[src/rtl/tdm_demux_rx.sv]
// rtl/tdm_demux_rx.sv - 4-slot TDM receive demultiplexer with frame lock (optional TDM_PARITY_EN)
module tdm_demux_rx #(
    parameter int ANCHO = 8
) (
    input  logic             clk,
    input  logic             rst,
    input  logic [ANCHO-1:0] din,
    input  logic             din_valid,
    input  logic             sof,
`ifdef TDM_PARITY_EN
    input  logic             din_par,
    output logic             par_err,
`endif
    output logic [ANCHO-1:0] out0,
    output logic [ANCHO-1:0] out1,
    output logic [ANCHO-1:0] out2,
    output logic [ANCHO-1:0] out3,
    output logic             frame_valid,
    output logic [1:0]       slot,
    output logic             locked,
    output logic             sync_err
);

    typedef enum logic {
        HUNT,
        LOCKED
    } state_t;

    state_t           state;
    state_t           state_d;
    logic [1:0]       slot_d;
    logic [ANCHO-1:0] cap [4];
    logic             cap_en;
    logic [1:0]       cap_idx;
    logic             load_out;
    logic             sync_err_d;
    logic             bad;
    logic             bad_d;
    logic             beat_err;

`ifdef TDM_PARITY_EN
    logic par_err_d;
    assign beat_err = din_par ^ (^din);
`else
    assign beat_err = 1'b0;
`endif

    assign locked = (state == LOCKED);

    always_comb begin
        state_d    = state;
        slot_d     = slot;
        cap_en     = 1'b0;
        cap_idx    = 2'd0;
        load_out   = 1'b0;
        sync_err_d = 1'b0;
        bad_d      = bad;
        if (din_valid) begin
            case (state)
                HUNT: begin
                    if (sof) begin
                        cap_en  = 1'b1;
                        slot_d  = 2'd1;
                        state_d = LOCKED;
                        bad_d   = beat_err;
                    end
                end
                LOCKED: begin
                    if (sof) begin
                        // A marker always restarts the frame; mid-frame it is a resync.
                        cap_en     = 1'b1;
                        slot_d     = 2'd1;
                        bad_d      = beat_err;
                        sync_err_d = (slot != 2'd0);
                    end else if (slot == 2'd0) begin
                        sync_err_d = 1'b1;
                        state_d    = HUNT;
                        bad_d      = 1'b0;
                    end else begin
                        cap_en  = 1'b1;
                        cap_idx = slot;
                        slot_d  = slot + 2'd1;
                        bad_d   = bad | beat_err;
                        if (slot == 2'd3) begin
                            load_out = ~(bad | beat_err);
                            bad_d    = 1'b0;
                        end
                    end
                end
                default: state_d = HUNT;
            endcase
        end
    end

`ifdef TDM_PARITY_EN
    assign par_err_d = cap_en & beat_err;
`endif

    always_ff @(posedge clk) begin
        if (rst) begin
            state       <= HUNT;
            slot        <= 2'd0;
            frame_valid <= 1'b0;
            sync_err    <= 1'b0;
            bad         <= 1'b0;
            out0        <= '0;
            out1        <= '0;
            out2        <= '0;
            out3        <= '0;
            for (int i = 0; i < 4; i++) cap[i] <= '0;
`ifdef TDM_PARITY_EN
            par_err     <= 1'b0;
`endif
        end else begin
            state       <= state_d;
            slot        <= slot_d;
            frame_valid <= load_out;
            sync_err    <= sync_err_d;
            bad         <= bad_d;
            if (cap_en) cap[cap_idx] <= din;
            // Slot 3 goes straight from din so the whole frame lands on one edge.
            if (load_out) begin
                out0 <= cap[0];
                out1 <= cap[1];
                out2 <= cap[2];
                out3 <= din;
            end
`ifdef TDM_PARITY_EN
            par_err     <= par_err_d;
`endif
        end
    end

endmodule

[config.mk]
export PLATFORM = sky130hd
export DESIGN_NAME = tdm_demux_rx
export DESIGN_NICKNAME = d
export VERILOG_FILES = /design/src/rtl/tdm_demux_rx.sv
export SDC_FILE = /design/constraint.sdc
export NUM_CORES = 1
export LEC_CHECK = 0
export ABC_AREA = 1
export ABC_CLOCK_PERIOD_IN_PS = 2500
export CAP_MARGIN = 20
export CORE_MARGIN = 2
export CORE_UTILIZATION = 50
export CTS_CLUSTER_DIAMETER = 40
export DETAILED_ROUTE_END_ITERATION = 6
export PLACE_DENSITY = 0.8
export SLEW_MARGIN = 10
export SYNTH_ARGS = -nofsm -noshare
export SYNTH_HDL_FRONTEND = slang
export SYNTH_SLANG_ARGS = --single-unit
[constraint.sdc]
create_clock -name clk -period 2.5 [get_ports clk]
set_clock_uncertainty 0.2 [all_clocks]
set_input_delay 0.5 -clock clk [delete_from_list [all_inputs] [get_ports clk]]
set_output_delay 0.5 -clock clk [all_outputs]
set_load 0.005 [all_outputs]
Word level (Yosys, flattened, before mapping)
Memories as Yosys holds them, arrays and structs flattened. A register that Yosys moved wholly into a read port is not among the register bits.
Index checks and enable logic that the tools add are counted.
W data, S select, Z words.
Storage, ports and cells
  memories kept: 1
  bits in writable memories: 32
  register bits after elaboration: 14
  output and inout port bits: 37
  word-level logic and storage cells: 54
Operators by class
  $add $sub $neg: 1
  equal/unequal tests: 4
  reduce and logical (&&, ||, !) cells: 6
  bitwise operators: 3
  mux-type cells: 33
Memory list
  cap: depth 4, width 8, read ports 3, clocked after memory_dff 3, write ports 4, RTL line 32  | logic [ANCHO-1:0] cap [4];
Operators by type and width (count)
  $mux W1: 21
  $mux W2: 8
  $mux W8: 1
  $reduce_or A8 Y1: 1
  $reduce_and A3 Y1: 2
  $ne A4 B2 Y1 const B: 1
  $pmux W1 S2: 2
  $pmux W2 S2: 1
  $ne A3 B3 Y1 const B: 1
  $not A1 Y1: 3
  $reduce_or A3 Y1: 1
  $add A2 B1 Y2 const B: 1
  $eq A2 B2 Y1 const B: 1
  $logic_not A2 Y1: 1
  $ne A2 B2 Y1 const B: 1
  $reduce_bool A2 Y1: 1

Depth between registers and ports, before layout
  depth in word-level cells: 10
  mapped depth: 8
  mapped depth without buffers: 8

Worst setup path before layout
No wires, ideal clock.
  kind: reg2reg
  start point: register slot[0]
  end point: memory cap[0][0], enable pin
  clock period less this slack: 2.052 ns
  setup time: 0.329 ns
  slack: 0.448 ns
  cell stages (with the launch flop): 9
  path buffers: 0
  required time: 1.971 ns
  arrival time: 1.523 ns
  cells stage by stage: dfxtp_1 > inv_1 > ha_1 > ha_1 > nand2_1 > nand2_1 > nor2_2 > nand3_2 > nand2_1
RTL lines
  from (decl): RTL line 19  | output logic [1:0] slot,
  from (signal assigned): RTL line 116  | slot <= slot_d;
  to (decl): RTL line 32

==> results.md <==
- The sequential share of the synthesized area is 64.2%.
- The final net count is 314.
- The share of the clock period used by the worst path is 87.4%.
- The finished layout holds 356 standard cells, fillers aside.
- Counting tap cells, the placed design contains a total of 340 instances.
- The number of global-route vias before repair was 1685.
- The number of sinks driven by the clock tree is 61.
- The area of the core is 4380 µm².
- Of the total power, combinational logic draws 4.7%.
- The worst-skew pair later-pin latency is 0.33 ns.
- The TritonCTS clock tree is done.
- The clock power share is 39.9%.
- The setup path with the least slack is of type primary input to flop.
- In this run the vertical extent of the chip is 71.5 µm.
- The floorplan die area is 5110 µm².
- Entering global routing, the biggest net connects 39 pins.
- The mean instance size in the synthesized netlist is 9.41 µm².
- Data on the critical path is required at its endpoint by 2.30 ns.
- The initial cell density of the core is 51.9%.
- The critical path data arrival time is 1.98 ns.
- The net switching power is 420 µW.
- After synthesis the cells add up to 2280 µm².
- The post-route minimum period is 2.18 ns.
- STA classifies the critical path startpoint as a primary input.
- The cell with the largest stage delay on the worst path is sky130_fd_sc_hd__clkdlybuf4s50_1.
- The pre-CTS setup slack is -0.0256 ns.
- In the final layout, the share of cells above drive strength 1 is 8.88%.
- The detail route stage leaves a number of antenna-violating nets equal to 0.
- The buffers plus inverters on the worst setup path is 2.
- The count of vias placed by the detailed router is 1752.
- The count of mapped cells out of synthesis is 242.
- The per-cell via count in the routed design is 4.92.
- Across the VDD grid, the largest voltage drop is 0.536 mV.
- In this run the static leakage power is 1.29 nW.
- Pin placement for this block handled 49 I/O pins.
- The setup violation total in the final timing report is 0.
- Of the total power, the share spent switching nets is 21.8%.
- The slew at the pin closest to its max-slew limit is 0.393 ns.
- The achievable frequency is 458 MHz.
- The placed wire-length estimate is 3080 µm.
- The post-cts repair resize count is 0.
- CTS built an H-tree with a depth of 3.
- The dominant delay contributor by cell family on the critical path is simple AND/OR/NAND/NOR gates.
- In this run, CTS created clock tree buffers numbering 9.
- 0 antenna diodes ended up in the layout.
- After layout, the worst setup slack is 0.316 ns.
- Setup total negative slack on the finished layout was measured at 0 ns.
- The synthesized design devotes to its leading area cell type 32.5% of total area.
- The width of the die is 71.5 µm.
- In this run the tool buffered the top-level ports with 48 buffer cells.
- The site row count is 24.
- The maximum fanout encountered on the critical timing path is 8.
- Relative to the synthesized area, the layout overhead comes to 31.5%.
- The run finished with clean final reports.
- The tree is rooted in a sky130_fd_sc_hd__clkbuf_8.
- The total count of max-transition violations in the final report is 0.
- The synthesized netlist net count is 257.
- The total global-route track usage is 19.7%.
- The number of remaining DRC errors is 0.
- The final standard cell utilization of the core is 68.3%.
- The signal on the critical path passes through clkdlybuf4s50_1 -> inv_1 -> ha_1 -> nand2_1 -> nand2_1 -> nor2_2 -> nand3_2 -> nand2_1.
- The max capacitance violation total is 0.
- The largest incremental delay on the critical path is 0.49 ns.
- The congestion estimate from routability-driven global placement came to 0.855.
- The number of setup buffers added after CTS is 0.
- The leading area contributor after synthesis is sky130_fd_sc_hd__dfxtp_1.
- Ranked by total cell area, the synthesized netlist is headed by sky130_fd_sc_hd__dfxtp_1 33%, sky130_fd_sc_hd__edfxtp_1 32%, sky130_fd_sc_hd__nor2_1 16%.
- The count of different cell masters after synthesis is 19.
- The hold buffer count at CTS is 0.
- The first global-routing pass estimated 7690 µm of wire.
- The path class of the lowest-slack min-delay path is flop to flop.
- The total of fill cells in the finished design is 351.
- In this design, the critical path's most frequently occurring cell is sky130_fd_sc_hd__nand2_1.
- The initial antenna violation count came to 0.
- The total count of hold-check failures in the final report is 0.
- Cell internal power was estimated by the tool at 1.51 mW.
- Power spread over the standard cell area amounts to 643 nW/µm².
- The register clock-pin slew on the reported worst setup and hold paths is 0.06 ns.
- The maximum clock path buffer count is 2.
- The first detailed-routing pass took 4 iterations.
- The final routed wire length divided by cell count is 12.8 µm.
- Setup repair after global routing left no endpoint under its margin.
- Measured against its own limit, the worst slew margin works out to 73.6%.
- The Yosys step of the flow raised 0 warnings.
- The number of DRC markers after the initial detailed-route iteration is 103.
- The total of flip-flops plus latches after synthesis is 61.
- The nature of the critical path endpoint is a flop.
- The routed design has 4560 µm of wire.
- After global routing the overflow that remains totals 0.
- The share of power burned in registers is 55.4%.
[worst reg2reg max path: cells and delay by family (launching register included)]
family / cells / cell delay [ns]
adders and majority gates: 2 / 0.43
buffers and inverters: 1 / 0.08
DFF: 1 / 0.40
and+or+nand+nor: 5 / 0.72
[power groups by stage]
stage	sequential, mW	clock, mW	combinational (mW)
finish	1.07	0.768	0.0911
global route	1.07	0.814	0.102
CTS	1.07	0.779	0.0921
detailed placement	1.09	0	0.0916
global placement	1.09	0	0.0884
floorplan	1.09	0	0.0441
[cell usage in the layout, fill, tap and decap left out]
cell / n
sky130_fd_sc_hd__nor2_1: 96
sky130_fd_sc_hd__nor2_2: 1
sky130_fd_sc_hd__nand3b_1: 1
sky130_fd_sc_hd__edfxtp_1: 24
sky130_fd_sc_hd__nor2_4: 1
sky130_fd_sc_hd__nand3_2: 2
sky130_fd_sc_hd__clkbuf_1: 3
sky130_fd_sc_hd__o21ai_1: 6
sky130_fd_sc_hd__dfxtp_1: 37
sky130_fd_sc_hd__clkinv_2: 1
sky130_fd_sc_hd__nand2_1: 14
sky130_fd_sc_hd__buf_12: 1
sky130_fd_sc_hd__clkbuf_8: 11
sky130_fd_sc_hd__inv_1: 14
sky130_fd_sc_hd__o21ai_0: 29
sky130_fd_sc_hd__clkdlybuf4s50_1: 48
sky130_fd_sc_hd__nand2_2: 2
sky130_fd_sc_hd__ha_1: 3
sky130_fd_sc_hd__clkinv_1: 1
sky130_fd_sc_hd__nor3_1: 1
sky130_fd_sc_hd__buf_4: 7
sky130_fd_sc_hd__inv_2: 1
[per-layer routing]
metal / track usage [%] / share of wire [%] / vias to the layer above
met3: 5.49 / 5.3 / 9
met4: 10.7 / 1.8 / 0
met2: 31.6 / 46 / 47
li1: - / - / 890
met1: 24.2 / 46 / 806
met5: 0 / 0 / -
[per-stage QoR]
step / power [mW] / area (µm²) / hold WS (ns)
global route: 1.99 / 3000 / 0.302
global placement: 1.18 / 2820 / 0.257
floorplan: 1.13 / 2280 / 0.247
CTS: 1.94 / 3000 / 0.286
finish: 1.93 / 3000 / 0.276
detailed placement: 1.18 / 2820 / 0.260
[final cells by class]
type                    instances  area, µm²  area share (%)
clock buffers                  14        163            5.43
clock inverters                 2       8.76           0.292
flip-flops and latches         61       1460            48.8
inverters                      15       56.3            1.88
multi-input cells             156        688            23.0
repair buffers                 56        553            18.5
well taps                      52       65.1            2.17
[synthesized netlist by cell type (all sizes together)]
library cell  number
clkbuf             4
nor2              98
nand3              2
buf                6
nand3b             1
inv               15
nor3               1
edfxtp            24
dfxtp             37
nand2             16
ha                 3
o21ai             35
[kinds of logic after synthesis]
group                      Yosys count  share of synthesized area (%)
adders and majority gates            3                           1.65
DFF                                 61                           64.2
and+or+nand+nor                    118                           20.9
buffers and inverters               25                           5.60
AOI/OAI and AO/OA                   35                           7.69
[worst paths after layout]
path              slack (ns)               startpoint                       to  depth (start not counted)
setup / recovery        0.32                      sof  cap[0][5]$_SDFFCE_PN0P_                          8
hold / removal          0.28  cap[1][4]$_SDFFCE_PN0P_     out1[4]$_SDFFE_PP0P_                          2
hold reg to reg         0.28  cap[1][4]$_SDFFCE_PN0P_     out1[4]$_SDFFE_PP0P_                          2
setup reg to reg        0.35     slot[0]$_SDFFE_PP0P_  cap[0][5]$_SDFFCE_PN0P_                          8
[flip-flops by register name, indices dropped and copies added (netlist names)]
signal / count
out0: 8
out1: 8
cap: 24
sync_err: 1
frame_valid: 1
locked: 1
out3: 8
slot: 2
out2: 8
No activity file was read; power rests on OpenSTA's default activity.
==> variant (same settings) <==
Build with the macro `TDM_PARITY_EN` defined.
--- a/src/rtl/tdm_demux_rx.sv
+++ b/src/rtl/tdm_demux_rx.sv
@@ -1,3 +1,5 @@
 // rtl/tdm_demux_rx.sv - 4-slot TDM receive demultiplexer with frame lock (optional TDM_PARITY_EN)
+`define TDM_PARITY_EN
+
 module tdm_demux_rx #(
     parameter int ANCHO = 8
Ports: changed (added din_par and par_err); port bits go from 49 to 51. The function was not compared with the original's and may differ.
==> variant against the unedited design <==
Routed wire length increased by 25%; critical path depth unchanged; clock power increased by 0.5%; sequential cell count increased by 2; hold slack improved by 0.0087 ns; synthesized area increased by 32%; count of clock-buffer cells in the layout unchanged; cell count increased by 35%; total power increased by 12%; setup slack improved by 0.036 ns; first-iteration DRC count increased by 25%; cell area increased by 25%; largest cell class unchanged; highest routed layer unchanged.
==> variant: results (changes against the unedited design) <==
Status: finished clean
Wire per inst: 11.8 um (-7.4%)
Largest net degree at the start of global routing: 57 (+46%)
P_sw: 0.550 mW (+31%)
Final hold slack: 0.285 ns (+0.00866 ns)
Worst R2R End: cap[2][1]$_SDFFCE_PN0P_
CP max stage delay: 0.47 ns (-0.02 ns)
Met2 WL post-DR: 2800 um (+32%)
Post-synthesis compound-gate area fraction: 10.1% (+2.4 points)
Metal-1 WL: 2470 um (+16%)
CP arrival: 1.95 ns (-0.03 ns)
Reg-to-Reg Start: slot[1]$_SDFFE_PP0P_
Worst VDD drop: 0.336 mV (-37%)
Synth Area in XOR/XNOR: 0.292% (+0.29 points)
Fin nets: 418 (+33%)
Routed vias/inst: 4.87 (-1.1%)
Hold Startpoint: out2[3]$_SDFFE_PP0P_
Drt initial violations: 129 (+25%)
Synth Area in Adders: 1.25% (-0.40 points)
Pwr dens: 573 nW/um^2 (-11%)
Number of global-route vias before repair: 2125 (+26%)
Placed Cells: 466 (+37%)
Max-slew headroom: 77.3% (+3.7 points)
Setup crit end: cap[2][1]$_SDFFCE_PN0P_
Layout cell share with drive strength beyond 1: 21.2% (+12 points)
Reg2reg setup slack: 0.38 ns (+0.03 ns)
Post-synth net total: 360 (+40%)
==> variant: changes by cell type in the layout (fill, tap and decap cells not counted), moves of 23 or more <==
cell	change
nand3_1	+28
o21ai_0	-28
a21oi_2	+28
inv_1	+23
nand2_1	+48
nor2_1	-35
==> variant: power by group through the flow <==
stage	combinational (mW)	clock (mW)	sequential, mW
6_report	0.284	0.772	1.09
5_1_grt	0.310	0.830	1.09
4_1_cts	0.286	0.788	1.09
3_5_place_dp	0.285	0	1.12
3_3_place_gp	0.280	0	1.11
2_1_floorplan	0.235	0	1.11
==> variant: worst min-delay path by stage <==
stage,end,depth (start not counted)
after floorplan,bad$_SDFFE_PP0P_,2
after global placement,out0[1]$_SDFFE_PP0P_,2
after detailed placement,out0[4]$_SDFFE_PP0P_,2
after CTS,out0[4]$_SDFFE_PP0P_,2
after global routing,out0[0]$_SDFFE_PP0P_,2
final,out2[3]$_SDFFE_PP0P_,2
==> variant: per-stage QoR <==
| stage | power, mW | worst slack [ns] |
|---|---|---|
| 2_1_floorplan | 1.35 | 0.423 |
| 3_3_place_gp | 1.39 | 0.0486 |
| 3_5_place_dp | 1.40 | 0.0141 |
| 4_1_cts | 2.17 | 0.356 |
| 5_1_grt | 2.23 | 0.224 |
| 6_report | 2.15 | 0.352 |
==> variant: layout make-up <==
cell class              instances  share of cell area, %
flip-flops and latches         63                   40.0
multi-input cells             218                   30.9
repair buffers                 64                   17.5
inverters                      46                   4.60
clock buffers                  14                   4.33
well taps                      75                   2.50
clock inverters                 1                  0.133
==> variant: routing by layer <==
metal	up-vias	global-route usage (%)
met5	-	0
met4	0	7.97
met3	11	6.15
met2	59	32.0
met1	1066	22.4
li1	1206	-
